===== src/rtl/jump_field_encoder.sv =====
// Encodes an absolute jump target into a J/JAL instruction word, with alignment and
// 256 MB region checks, returned over a valid/ready handshake with saturating counters.
module jump_field_encoder #(
    parameter int unsigned COUNT_WIDTH = 16
) (
    input  logic                   clk_i,
    input  logic                   rst_i,
    input  logic                   req_valid_i,
    output logic                   req_ready_o,
    input  logic [31:0]            pc4_i,
    input  logic [31:0]            target_i,
    input  logic                   link_i,
    output logic                   rsp_valid_o,
    input  logic                   rsp_ready_i,
    output logic [31:0]            instr_o,
    output logic                   err_align_o,
    output logic                   err_region_o,
    output logic [COUNT_WIDTH-1:0] count_ok_o,
    output logic [COUNT_WIDTH-1:0] count_err_o
);

    typedef enum logic [1:0] {StIdle, StCheck, StResp} state_e;

    state_e state_q, state_d;

    logic [3:0]             pc4_hi_q;
    logic [31:0]            target_q;
    logic                   link_q;
    logic [31:0]            instr_q;
    logic                   err_align_q, err_region_q;
    logic [COUNT_WIDTH-1:0] count_ok_q, count_ok_d;
    logic [COUNT_WIDTH-1:0] count_err_q, count_err_d;

    logic        align_err, region_err;
    logic [31:0] encoded;

    // Only the region nibble of PC+4 matters; the low bits are intentionally dropped.
    logic unused_pc4_low;
    assign unused_pc4_low = ^pc4_i[27:0];

    // State register
    always_ff @(posedge clk_i or posedge rst_i) begin
        if (rst_i) begin
            state_q <= StIdle;
        end else begin
            state_q <= state_d;
        end
    end

    // Next-state logic
    always_comb begin
        state_d = state_q;
        unique case (state_q)
            StIdle:  if (req_valid_i) state_d = StCheck;
            StCheck: state_d = StResp;
            StResp:  if (rsp_ready_i) state_d = StIdle;
            default: state_d = StIdle;
        endcase
    end

    // Handshake outputs decode the state register only
    always_comb begin
        req_ready_o = (state_q == StIdle);
        rsp_valid_o = (state_q == StResp);
    end

    always_comb begin
        align_err  = |target_q[1:0];
        region_err = (target_q[31:28] != pc4_hi_q);
        encoded    = {5'b00001, link_q, target_q[27:2]};
    end

    always_comb begin
        count_ok_d  = count_ok_q;
        count_err_d = count_err_q;
        if (state_q == StResp && rsp_ready_i) begin
            if (err_align_q || err_region_q) begin
                if (count_err_q != '1) count_err_d = count_err_q + COUNT_WIDTH'(1);
            end else begin
                if (count_ok_q != '1) count_ok_d = count_ok_q + COUNT_WIDTH'(1);
            end
        end
    end

    always_ff @(posedge clk_i or posedge rst_i) begin
        if (rst_i) begin
            pc4_hi_q     <= '0;
            target_q     <= '0;
            link_q       <= 1'b0;
            instr_q      <= '0;
            err_align_q  <= 1'b0;
            err_region_q <= 1'b0;
            count_ok_q   <= '0;
            count_err_q  <= '0;
        end else begin
            if (state_q == StIdle && req_valid_i) begin
                pc4_hi_q <= pc4_i[31:28];
                target_q <= target_i;
                link_q   <= link_i;
            end
            if (state_q == StCheck) begin
                err_align_q  <= align_err;
                err_region_q <= region_err;
                instr_q      <= (align_err || region_err) ? 32'h0 : encoded;
            end
            count_ok_q  <= count_ok_d;
            count_err_q <= count_err_d;
        end
    end

    assign instr_o      = instr_q;
    assign err_align_o  = err_align_q;
    assign err_region_o = err_region_q;
    assign count_ok_o   = count_ok_q;
    assign count_err_o  = count_err_q;

endmodule


===== config.mk =====
export PLATFORM = sky130hd
export DESIGN_NAME = jump_field_encoder
export DESIGN_NICKNAME = d
export VERILOG_FILES = /design/src/rtl/jump_field_encoder.sv
export SDC_FILE = /design/constraint.sdc
export NUM_CORES = 1
export LEC_CHECK = 0
export CORE_MARGIN = 10
export CORE_UTILIZATION = 40
export CTS_BUF_LIST = sky130_fd_sc_hd__clkbuf_4 sky130_fd_sc_hd__clkbuf_8 sky130_fd_sc_hd__clkbuf_16
export CTS_CLUSTER_DIAMETER = 200
export DETAILED_ROUTE_END_ITERATION = 10
export PLACE_DENSITY = 0.71
export SLEW_MARGIN = 0
export SYNTH_ARGS = -nofsm -noshare
export SYNTH_HDL_FRONTEND = slang
export SYNTH_SLANG_ARGS = --single-unit
export TNS_END_PERCENT = 10

===== constraint.sdc =====
create_clock -name clk_i -period 4.1 [get_ports clk_i]
set_input_delay 0.41 -clock clk_i [delete_from_list [all_inputs] [get_ports clk_i]]
set_output_delay 0.41 -clock clk_i [all_outputs]
set_load 0.02 [all_outputs]

==> summary.md, run 1 <==
| Metric | Value |
|---|---|
| Status | `complete, no violations` |
| Clk Latency, worst-skew pair | `between 300 and 400 ps` |
| Share of layout cells above drive strength 1 | `around 17%` |
| DP Area | `roughly 5400 µm²` |
| Syn Area/Cell | `~14 µm²` |
| Post-synth top area share | `between 60% and 70%` |
| Fillcell total | `roughly 900` |
| Number of synthesized register bits | `101` |
| Net Switching | `a little over 900 µW` |
| Pwr dens | `526.3 nW/µm²` |
| Initial Utilization | `40.86%` |
| Top post-synthesis cells by count | `101 x dfrtp_1, 43 x mux2_2, 27 x a22o_1` |
| Setup TNS | `0 ps` |
| CTS tree | `done` |
| Max-slew headroom | `40.42%` |
| Worst EP required | `roughly 3700 ps` |
| Die ar. | `about 15000 µm²` |
| Post-CTS Hold Buffers | `0` |
| Post-synth EDFFs | `0` |
| Leak pwr | `0.002430 µW` |
| CP Launch Type | `register` |
| Drt first pass iters | `4` |
| Layout area overhead | `32.51%` |
| Post-synthesis sequential area ratio | `approximately 60%` |
| Met3 Usage GRT | `between 6 and 7%` |
| CTS Buf Count | `9` |
| Period utilization | `between 50% and 60%` |
| Avg WL per Cell | `approximately 17 µm` |
| Top-Level Pins | `137` |
| PortBufs | `104` |
| F_max | `about 480 MHz` |
| Total power draw | `roughly 3000 µW` |
| Yosys cell types | `36` |
| # setup viols final | `0` |
| Worst-path maximum fanout | `5` |
| Synth area leader | `dfrtp_1` |
| Count leader, synth | `dfrtp_1` |
| Deepest clock path buffer count | `2` |
| Grt ovf | `0` |
| Int Pwr | `1998 µW` |
| Post-cts resize count | `0` |
| VDD IR max | `around 0.34 mV` |
| Dpl cells | `between 500 and 600` |
| Antenna violations before repair | `0` |
| Drt initial violations | `~130` |
| Vias | `between 2000 and 3000` |
| Hold Crit Class | `in -> async` |
| Wirelength, routed | `roughly 10 mm` |
| Worst Skew | `slightly below 10 ps` |
| Critical path class | `reg -> out` |
| Hold Vio Cnt, Final | `0` |
| Chip height | `around 120 µm` |
| MaxCap Viol Count | `0` |
| CP endpoint kind | `primary output` |
| Root Buffer | `clkbuf_8` |
| CORE AREA | `between 10000 and 15000 µm²` |
| Clock power frac | `a little over a fifth` |
| Vias in the first global route | `between 3000 and 4000` |
| Post-route cell area | `5564 µm²` |
| Post-route minimum period | `2093 ps` |
| First-pass GRT wire length | `~16 mm` |
| Placer Congestion | `0.8493` |
| Routed Antenna Nets | `0` |
| GR Layer Usage met1 | `16.23%` |
| Sw Share | `a little under a third` |
| GRT Overall Usage | `between 10% and 20%` |
| Std cell rows | `37` |
| Largest net degree at the start of global routing | `40` |
| Post-DP HPWL | `just over 7 mm` |
| Worst-path clk slew | `roughly 100 ps` |
| Die W | `around 120 µm` |
| CTS H-tree depth | `3` |
| Post-synth ARST share | `100.0%` |
| Post-CTS Setup Bufs | `0` |
| Final Non-Filler Cells | `between 500 and 600` |
| Syn Inst Count | `slightly above 300` |
| Seq pwr share | `roughly 50%` |
| Vias per std cell | `~5.2` |
| Synth Cell Area | `~4200 µm²` |
| Ant. Diodes | `0` |
| YS warnings | `0` |
| Synth Flop Type | `dfrtp_1` |
| Synth top area cells | `dfrtp_1 60%, mux2_2 12%, a22o_1 5.6%, xor2_1 3.5%, xnor2_1 2.9%` |
| Comb pwr share | `a little under 30%` |
| Grt met2 use | `between 20 and 25%` |
| Final Slew Violations | `0` |
| Clock Sinks | `~100` |
| CP arrival | `1680 ps` |
| Gr busiest metal | `met2` |
| RSZ-0062 raised after global routing | `no` |
| Nets | `roughly 500` |
| # DRC | `0` |
| Worst-Margin Slew | `893.6 ps` |
## worst paths after layout
check	slack [ps]	start	cells after the start	to
hold / removal	390	rst_i	2	count_err_o[10]
hold reg to reg	480	instr_o[27]	1	instr_o[27]
setup / recovery	2010	state_q[1]	2	req_ready_o
setup reg to reg	2100	state_q[1]	3	pc4_hi_q[3]
min in group clk_i	480	instr_o[27]	1	instr_o[27]
max in group asynchronous	2860	rst_i	3	count_err_o[1]
## power by group through the flow
stage	Combinational (µW)	Clock, µW	Sequential, µW
detailed placement	860	0	1480
floorplan	476	0	1520
global route	920	688	1500
finish	846	621	1460
global placement	837	0	1460
CTS	863	641	1460
## metal layers
layer / vias up / part of all wire, %
li1: 1336 / -
met1: 1450 / 43
met2: 76 / 47
met3: 8 / 9.4
met4: 0 / 0.69
met5: - / 0
## worst max-delay path: stages (launching register included)
cell             delay [ps]
dfrtp_1                 430
nor2_1                  230
clkdlybuf4s50_1         670
## layout by cell type, fill, tap and decap left out, types with 10 or more instances in the layout
cell type and n:
nor4_1 12, nand2_1 10, nand3_1 13, a22o_1 27, xor2_1 17, dfrtp_1 101, nand4_1 11, clkdlybuf4s50_1 104
xnor2_1 14, mux2_2 43
## area by class of cell
| type | instances | area, µm² | share of cell area, % |
|---|---|---|---|
| clock buffers | 9 | 123.9 | 2.226 |
| clock inverters | 6 | 65.06 | 1.169 |
| inverters | 5 | 21.27 | 0.3823 |
| multi-input cells | 192 | 1585 | 28.49 |
| flip-flops and latches | 101 | 2527 | 45.42 |
| well taps | 136 | 170.2 | 3.058 |
| repair buffers | 108 | 1071 | 19.25 |
## cell families (layout without fill, tap and decap cells)
kind of cell / Yosys count / after routing / synth area share (%)
adders and majority gates: 2 / 2 / 0.5959
and+or+nand+nor: 78 / 78 / 12.25
muxes: 43 / 43 / 11.53
AOI/OAI and AO/OA: 34 / 34 / 6.526
buffers and inverters: 20 / 128 / 2.354
other: 1 / 4 / 0.08931
DFF: 101 / 101 / 60.19
xor gates and xnor gates: 31 / 31 / 6.466
## stage by stage
step / hold WS (ps) / worst slack [ps] / utilization [%]
global route: 410.4 / 1936 / 54.14
CTS: 397.0 / 2008 / 54.14
global placement: 463.9 / 1825 / 52.30
detailed placement: 469.5 / 1848 / 52.30
floorplan: 462.2 / 1043 / -
finish: 390.7 / 2007 / 54.14
## registers in the layout, indices dropped and copies added, names as in the netlist
| signal | flops |
|---|---|
| state_q | 2 |
| target_q | 32 |
| link_q | 1 |
| err_region_o | 1 |
| count_err_o | 16 |
| count_ok_o | 16 |
| err_align_o | 1 |
| instr_o | 28 |
| pc4_hi_q | 4 |
(Power assumes the default switching activity.)
==> run 2: changes to the inputs <==
- PLACE_DENSITY: 0.71 -> 0.74
- clock period: 4.1 -> 1.9 ns (I/O delays scaled with it)
==> run 2 against run 1 <==
  * Cell count up 2.7%
  * Routed wire length is 0.27% lower
  * Clock skew rose by 2.3 ps
  * Setup slack got worse by 1900 ps
  * Via count is 1.4% higher
  * Critical path type unchanged
  * Highest routed layer unchanged
==> summary.md, run 2 (same netlist as run 1, synthesis figures left out) <==
| Metric | Value |
|---|---|
| Clk Latency, worst-skew pair | `360 ps (about the same)` |
| Drt initial violations | `128 (+2.4%)` |
| VDD IR max | `0.7722 mV (+130%)` |
| Vias in the first global route | `3217 (+4.1%)` |
| Post-route cell area | `5713 µm² (+2.7%)` |
| CP Launch Type | `register` |
| Max reg flops | `32 (unchanged)` |
| CTS tree | `done` |
| # DRC | `0 (unchanged)` |
| PortBufs | `104 (unchanged)` |
| Status | `complete, no violations` |
| Reg-to-Reg End | `count_ok_o[1]` |
| Vias | `2911 (+1.4%)` |
| Critical path class | `reg -> out` |
| R2R depth | `4 (+1)` |
| Leak pwr | `0.002506 µW (+3.1%)` |
| Leading cell types in the layout, fill and taps excluded | `103 x clkdlybuf4s50_1, 101 x dfrtp_1, 43 x mux2_2` |
| CTS Buf Count | `9 (unchanged)` |
| Deepest clock path buffer count | `2 (unchanged)` |
| Ant. Diodes | `0 (unchanged)` |
| R2R setup slack | `130 ps (-1970 ps)` |
| CORE AREA | `10280 µm² (unchanged)` |
| Total power draw | `6345 µW (+120%)` |
| Reg with most FFs | `target_q` |
| Setup TNS | `0 ps (unchanged)` |
| Slowest library cell on the worst path | `clkdlybuf4s50_1` |
| Period utilization | `between 90% and 100%` |
| Largest net degree at the start of global routing | `49 (+23%)` |
| Pwr dens | `1111 nW/µm² (+110%)` |
| Clock Sinks | `101 (unchanged)` |
| Commonest non-fill, non-tap cell in the layout | `clkdlybuf4s50_1` |
| Worst Skew | `12.17 ps (+2.337 ps)` |
| Post-CTS Hold Buffers | `0 (unchanged)` |
| CP Cell Sequence | `nand2b_1 > inv_1 > clkdlybuf4s50_1` |
| Post-DP HPWL | `7.285 mm (+3.5%)` |
| MaxCap Viol Count | `0 (unchanged)` |
| First-pass GRT wire length | `16.04 mm (+0.52%)` |
| RSZ-0062 raised after global routing | `no` |
| CP Launch Point | `state_q[0]` |
| Worst slack, placed | `22.74 ps (-1825 ps)` |
| Nets | `502 (+2.9%)` |
| Worst-path clk slew | `100 ps (about the same)` |
| Chip height | `122.5 µm (unchanged)` |
| Wirelength, routed | `9.700 mm (-0.27%)` |
| Die W | `122.5 µm (unchanged)` |
| Share of layout cells above drive strength 1 | `19.72% (+3.1 points)` |
| Fillcell total | `900 (+0.22%)` |
| CP endpoint kind | `primary output` |
| Avg WL per Cell | `16.96 µm (-2.9%)` |
| CP arrival | `1600 ps (-80 ps)` |
| Largest delay share family, worst path | `buffers and inverters` |
| Placer Congestion | `0.8507 (+0.16%)` |
| PnR worst setup slack | `108.3 ps (-1899 ps)` |
| Antenna violations before repair | `0 (unchanged)` |
| F_max | `roughly 560 MHz` |
| Post-route minimum period | `around 1800 ps` |
| Worst Path Buf+Inv | `2 (+1)` |
| Layout area overhead | `36.05%` |
| Finished Core Util | `55.59% (+1.4 points)` |
| Vias per std cell | `5.089 (-1.2%)` |
| Register Area | `2527 µm² (unchanged)` |
| CTS H-tree depth | `3 (unchanged)` |
| Grt ovf | `0 (unchanged)` |
| Final Slew Violations | `0 (unchanged)` |
| Std cell rows | `37 (unchanged)` |
| RR Startpoint | `count_ok_o[13]` |
| Drt first pass iters | `4 (unchanged)` |
| # setup viols final | `0 (unchanged)` |
| Routed Antenna Nets | `0 (unchanged)` |
| Die ar. | `15000 µm² (unchanged)` |
| Root Buffer | `clkbuf_8` |
| Worst EP required | `1710 ps (-1980 ps)` |
| Hold Vio Cnt, Final | `0 (unchanged)` |
| Worst-path maximum fanout | `5 (unchanged)` |
| Top-Level Pins | `137 (unchanged)` |
| Hold Crit Class | `in -> async` |
| GRT Overall Usage | `13.28% (+0.11 points)` |
| Initial Utilization | `40.86% (unchanged)` |
| DP Area | `5532 µm² (+2.9%)` |
| CP max stage delay | `600 ps (-70 ps)` |
| Multi-input logic area | `1590 µm² (+0.32%)` |
## run 2: per-stage QoR
| stage | std cells | hold slack (ps) |
|---|---|---|
| finish | 572 | 192.2 |
| global route | 572 | 197.7 |
| floorplan | 313 | 297.6 |
| global placement | 556 | 460.6 |
| CTS | 572 | 189.2 |
| detailed placement | 556 | 478.4 |
## run 2: worst max path at each step
| stage | end | slack (ps) | cells after the start |
|---|---|---|---|
| floorplan | count_err_o[1] | 110 | 5 |
| global placement | count_ok_o[10] | 40 | 5 |
| detailed placement | count_ok_o[10] | 20 | 5 |
| CTS | req_ready_o | 10 | 2 |
| global route | count_ok_o[1] | 20 | 4 |
| finish | rsp_valid_o | 110 | 3 |
## run 2: worst register-to-register path: stages, from the launching register on
cell	delay (ps)
dfrtp_1	440
nand4_1	300
nor4_4	560
nor2_2	90
mux2_2	280
## run 2: repair_timing
action                                  in CTS  in global routing
buffers inserted                             0                  0
endpoints found under the setup margin       0                  6
gates resized for setup                      0                  2
## run 2: area by class of cell
type,instances,area share (%)
multi-input combinational,192,27.84
sequential,101,44.24
clock buffer,9,2.168
clock inverter,7,0.8760
inverter,5,0.3942
timing repair buffer,122,21.51
tap,136,2.979
## run 2: report_power, final
group | switching [µW] | internal [µW] | total (µW)
clock network | 754 | 481 | 1240
registers | 365 | 2720 | 3090
logic | 911 | 1110 | 2020
## run 2: layer usage
metal  track usage [%]  vias to the layer above  wire length (µm)
met4             4.197                        0               108
met1             15.46                     1456              3920
met2             22.04                       81              4741
met5                 0                        -                 0
li1                  -                     1364                 -
met3             5.326                       10               929
==> run 3: changes to the inputs <==
- CORE_ASPECT_RATIO: default -> 1.75
- clock period: 1.9 -> 1.51 ns (I/O delays scaled with it)
==> run 3 against run 2 <==
  * The run now ends with negative setup slack left
  * Combinational power grew 38%
  * Cell area grew 12%
  * Global-route usage grew 1.5 points
  * Sequential cell count is the same
  * Worst hold slack lost 9.7 ps
  * Clock power grew 75%
  * Count of clock-buffer cells in the layout grew 1
  * Largest power group unchanged
==> summary.md, run 3 (same netlist as run 1, synthesis figures left out) <==
| Metric | Value |
|---|---|
| Grt ovf | `0 (unchanged)` |
| Max-slew headroom | `61.74%` |
| Stages on worst setup path | `4 (+1)` |
| Worst slack, placed | `-340.6 ps (-363.3 ps)` |
| Worst EP required | `1730 ps (+20 ps)` |
| R2R depth | `4 (unchanged)` |
| Layout area overhead | `52.44%` |
| Nets | `560 (+12%)` |
| First-pass GRT wire length | `18.38 mm (+15%)` |
| Drt initial violations | `112 (-13%)` |
| Post-route minimum period | `about 1600 ps` |
| CP Launch Type | `register` |
| Critical path class | `reg -> reg` |
| PortBufs | `104 (unchanged)` |
| PnR worst setup slack | `-110.2 ps (-218.5 ps)` |
| CP max stage delay | `410 ps (-190 ps)` |
| Worst Skew | `7.482 ps (-4.687 ps)` |
| CTS H-tree depth | `3 (unchanged)` |
| CORE AREA | `10300 µm² (+0.22%)` |
| Hold_ws | `182.5 ps (-9.656 ps)` |
| Die W | `97.45 µm (-20%)` |
| CP Cell Sequence | `and3b_2 > o21ai_1 > nor2_1 > mux2_2` |
| Std cell rows | `49 (+32%)` |
| Drt first pass iters | `4 (unchanged)` |
| Pwr dens | `1388 nW/µm² (+25%)` |
| CTS tree | `done` |
| RSZ-0062 raised after global routing | `yes` |
| End point of the critical path | `count_err_o[1]` |
| Leading cell types in the layout, fill and taps excluded | `101 x dfrtp_1, 69 x buf_4, 52 x clkdlybuf4s50_1` |
| Ant. Diodes | `0 (unchanged)` |
| Commonest non-fill, non-tap cell in the layout | `dfrtp_1` |
| Failing checks | `negative setup slack` |
| Slowest library cell on the worst path | `dfrtp_1` |
| Total power draw | `8887 µW (+40%)` |
| Worst-path maximum fanout | `7 (+2)` |
| Final Slew Violations | `0 (unchanged)` |
| Reg-to-Reg End | `count_err_o[1]` |
| MaxCap Viol Count | `0 (unchanged)` |
| Status | `complete, but fails checks` |
| Worst-Margin Slew | `around 570 ps` |
| Period utilization | `107.3%` |
| Placer Congestion | `0.7892 (-7.2%)` |
| # DRC | `0 (unchanged)` |
| F_max | `between 600 and 700 MHz` |
| Root Buffer | `clkbuf_16` |
| R2R setup slack | `-110 ps (-240 ps)` |
| Reg with most FFs | `target_q` |
| CP arrival | `1840 ps (+240 ps)` |
| Dpl cells | `596 (+7.2%)` |
| Die ar. | `15160 µm² (+1.1%)` |
| Hold Vio Cnt, Final | `0 (unchanged)` |
| Chip height | `155.5 µm (+27%)` |
| Clock Sinks | `101 (unchanged)` |
| Routed Antenna Nets | `0 (unchanged)` |
| Share of layout cells above drive strength 1 | `34.21% (+14 points)` |
| Clk Latency, worst-skew pair | `340 ps (-20 ps)` |
| GRT Overall Usage | `14.81% (+1.5 points)` |
| Hold Crit Class | `in -> async` |
| Top-Level Pins | `137 (unchanged)` |
| CP endpoint kind | `register` |
| Largest delay share family, worst path | `simple AND/OR/NAND/NOR gates` |
| CTS Buf Count | `9 (unchanged)` |
| Worst-path clk slew | `70 ps (-30 ps)` |
| Avg WL per Cell | `18.13 µm (+6.9%)` |
| Post-DP HPWL | `8.604 mm (+18%)` |
| Final Non-Filler Cells | `621 (+8.6%)` |
| Initial Utilization | `40.77% (-0.089 points)` |
| VDD IR max | `0.9827 mV (+27%)` |
| Post-CTS Hold Buffers | `0 (unchanged)` |
| Deepest clock path buffer count | `2 (unchanged)` |
| Wirelength, routed | `11.26 mm (+16%)` |
| Vias | `3194 (+9.7%)` |
| Worst Path Buf+Inv | `0 (-2)` |
| Largest net degree at the start of global routing | `33 (-33%)` |
| # setup viols final | `27 (+27)` |
| Leak pwr | `0.003300 µW (+32%)` |
| Vias per std cell | `5.143 (+1.1%)` |
| CP Launch Point | `state_q[0]` |
| Vias in the first global route | `3521 (+9.4%)` |
| Max reg flops | `32 (unchanged)` |
| Antenna violations before repair | `0 (unchanged)` |
| RR Startpoint | `state_q[0]` |
[run 3: worst min path at each step]
| stage | start | endpoint | slack (ps) | cells past startpoint |
|---|---|---|---|---|
| finish | rst_i | count_ok_o[4] | 180 | 2 |
| global placement | target_q[26] | instr_o[24] | 470 | 1 |
| detailed placement | target_q[21] | instr_o[19] | 480 | 1 |
| global route | rst_i | count_ok_o[4] | 190 | 2 |
| floorplan | rsp_ready_i | state_q[1] | 260 | 1 |
| CTS | rst_i | count_ok_o[4] | 180 | 2 |
[run 3: per-stage QoR]
stage               area [µm²]  TNS (ps)  util, %
floorplan                 4214    -11190        -
global placement          5876     -5003    57.05
detailed placement        5876     -6156    57.05
CTS                       6197     -1461    60.17
global route              6401     -7100    62.15
finish                    6401     -1264    62.15
[run 3: final cells by class]
class | instances | area [µm²]
fillers | 830 | 3899
well taps | 127 | 158.9
repair buffers | 180 | 1654
clock inverters | 6 | 47.55
flip-flops and latches | 101 | 2527
multi-input cells | 192 | 1752
inverters | 5 | 22.52
clock buffers | 10 | 239.0
[run 3: report_power, final]
part	switching, µW	leakage (µW)	internal (µW)
clock	1000	0.000133	1170
sequential	488	0.00129	3430
combinational	1260	0.00187	1530
[run 3: what timing repair did]
action / CTS / global route
resized for setup: 55 / 40
endpoints found under the setup margin: 72 / 114
buffers inserted: 2 / 7
pin swaps: 10 / 21
[run 3: per-layer routing]
| metal | GRT usage [%] | wire (µm) | vias up |
|---|---|---|---|
| met5 | 0 | 0 | - |
| met1 | 15.63 | 4132 | 1618 |
| li1 | - | - | 1484 |
| met4 | 5.355 | 151 | 0 |
| met2 | 27.47 | 6371 | 82 |
| met3 | 3.814 | 603 | 10 |
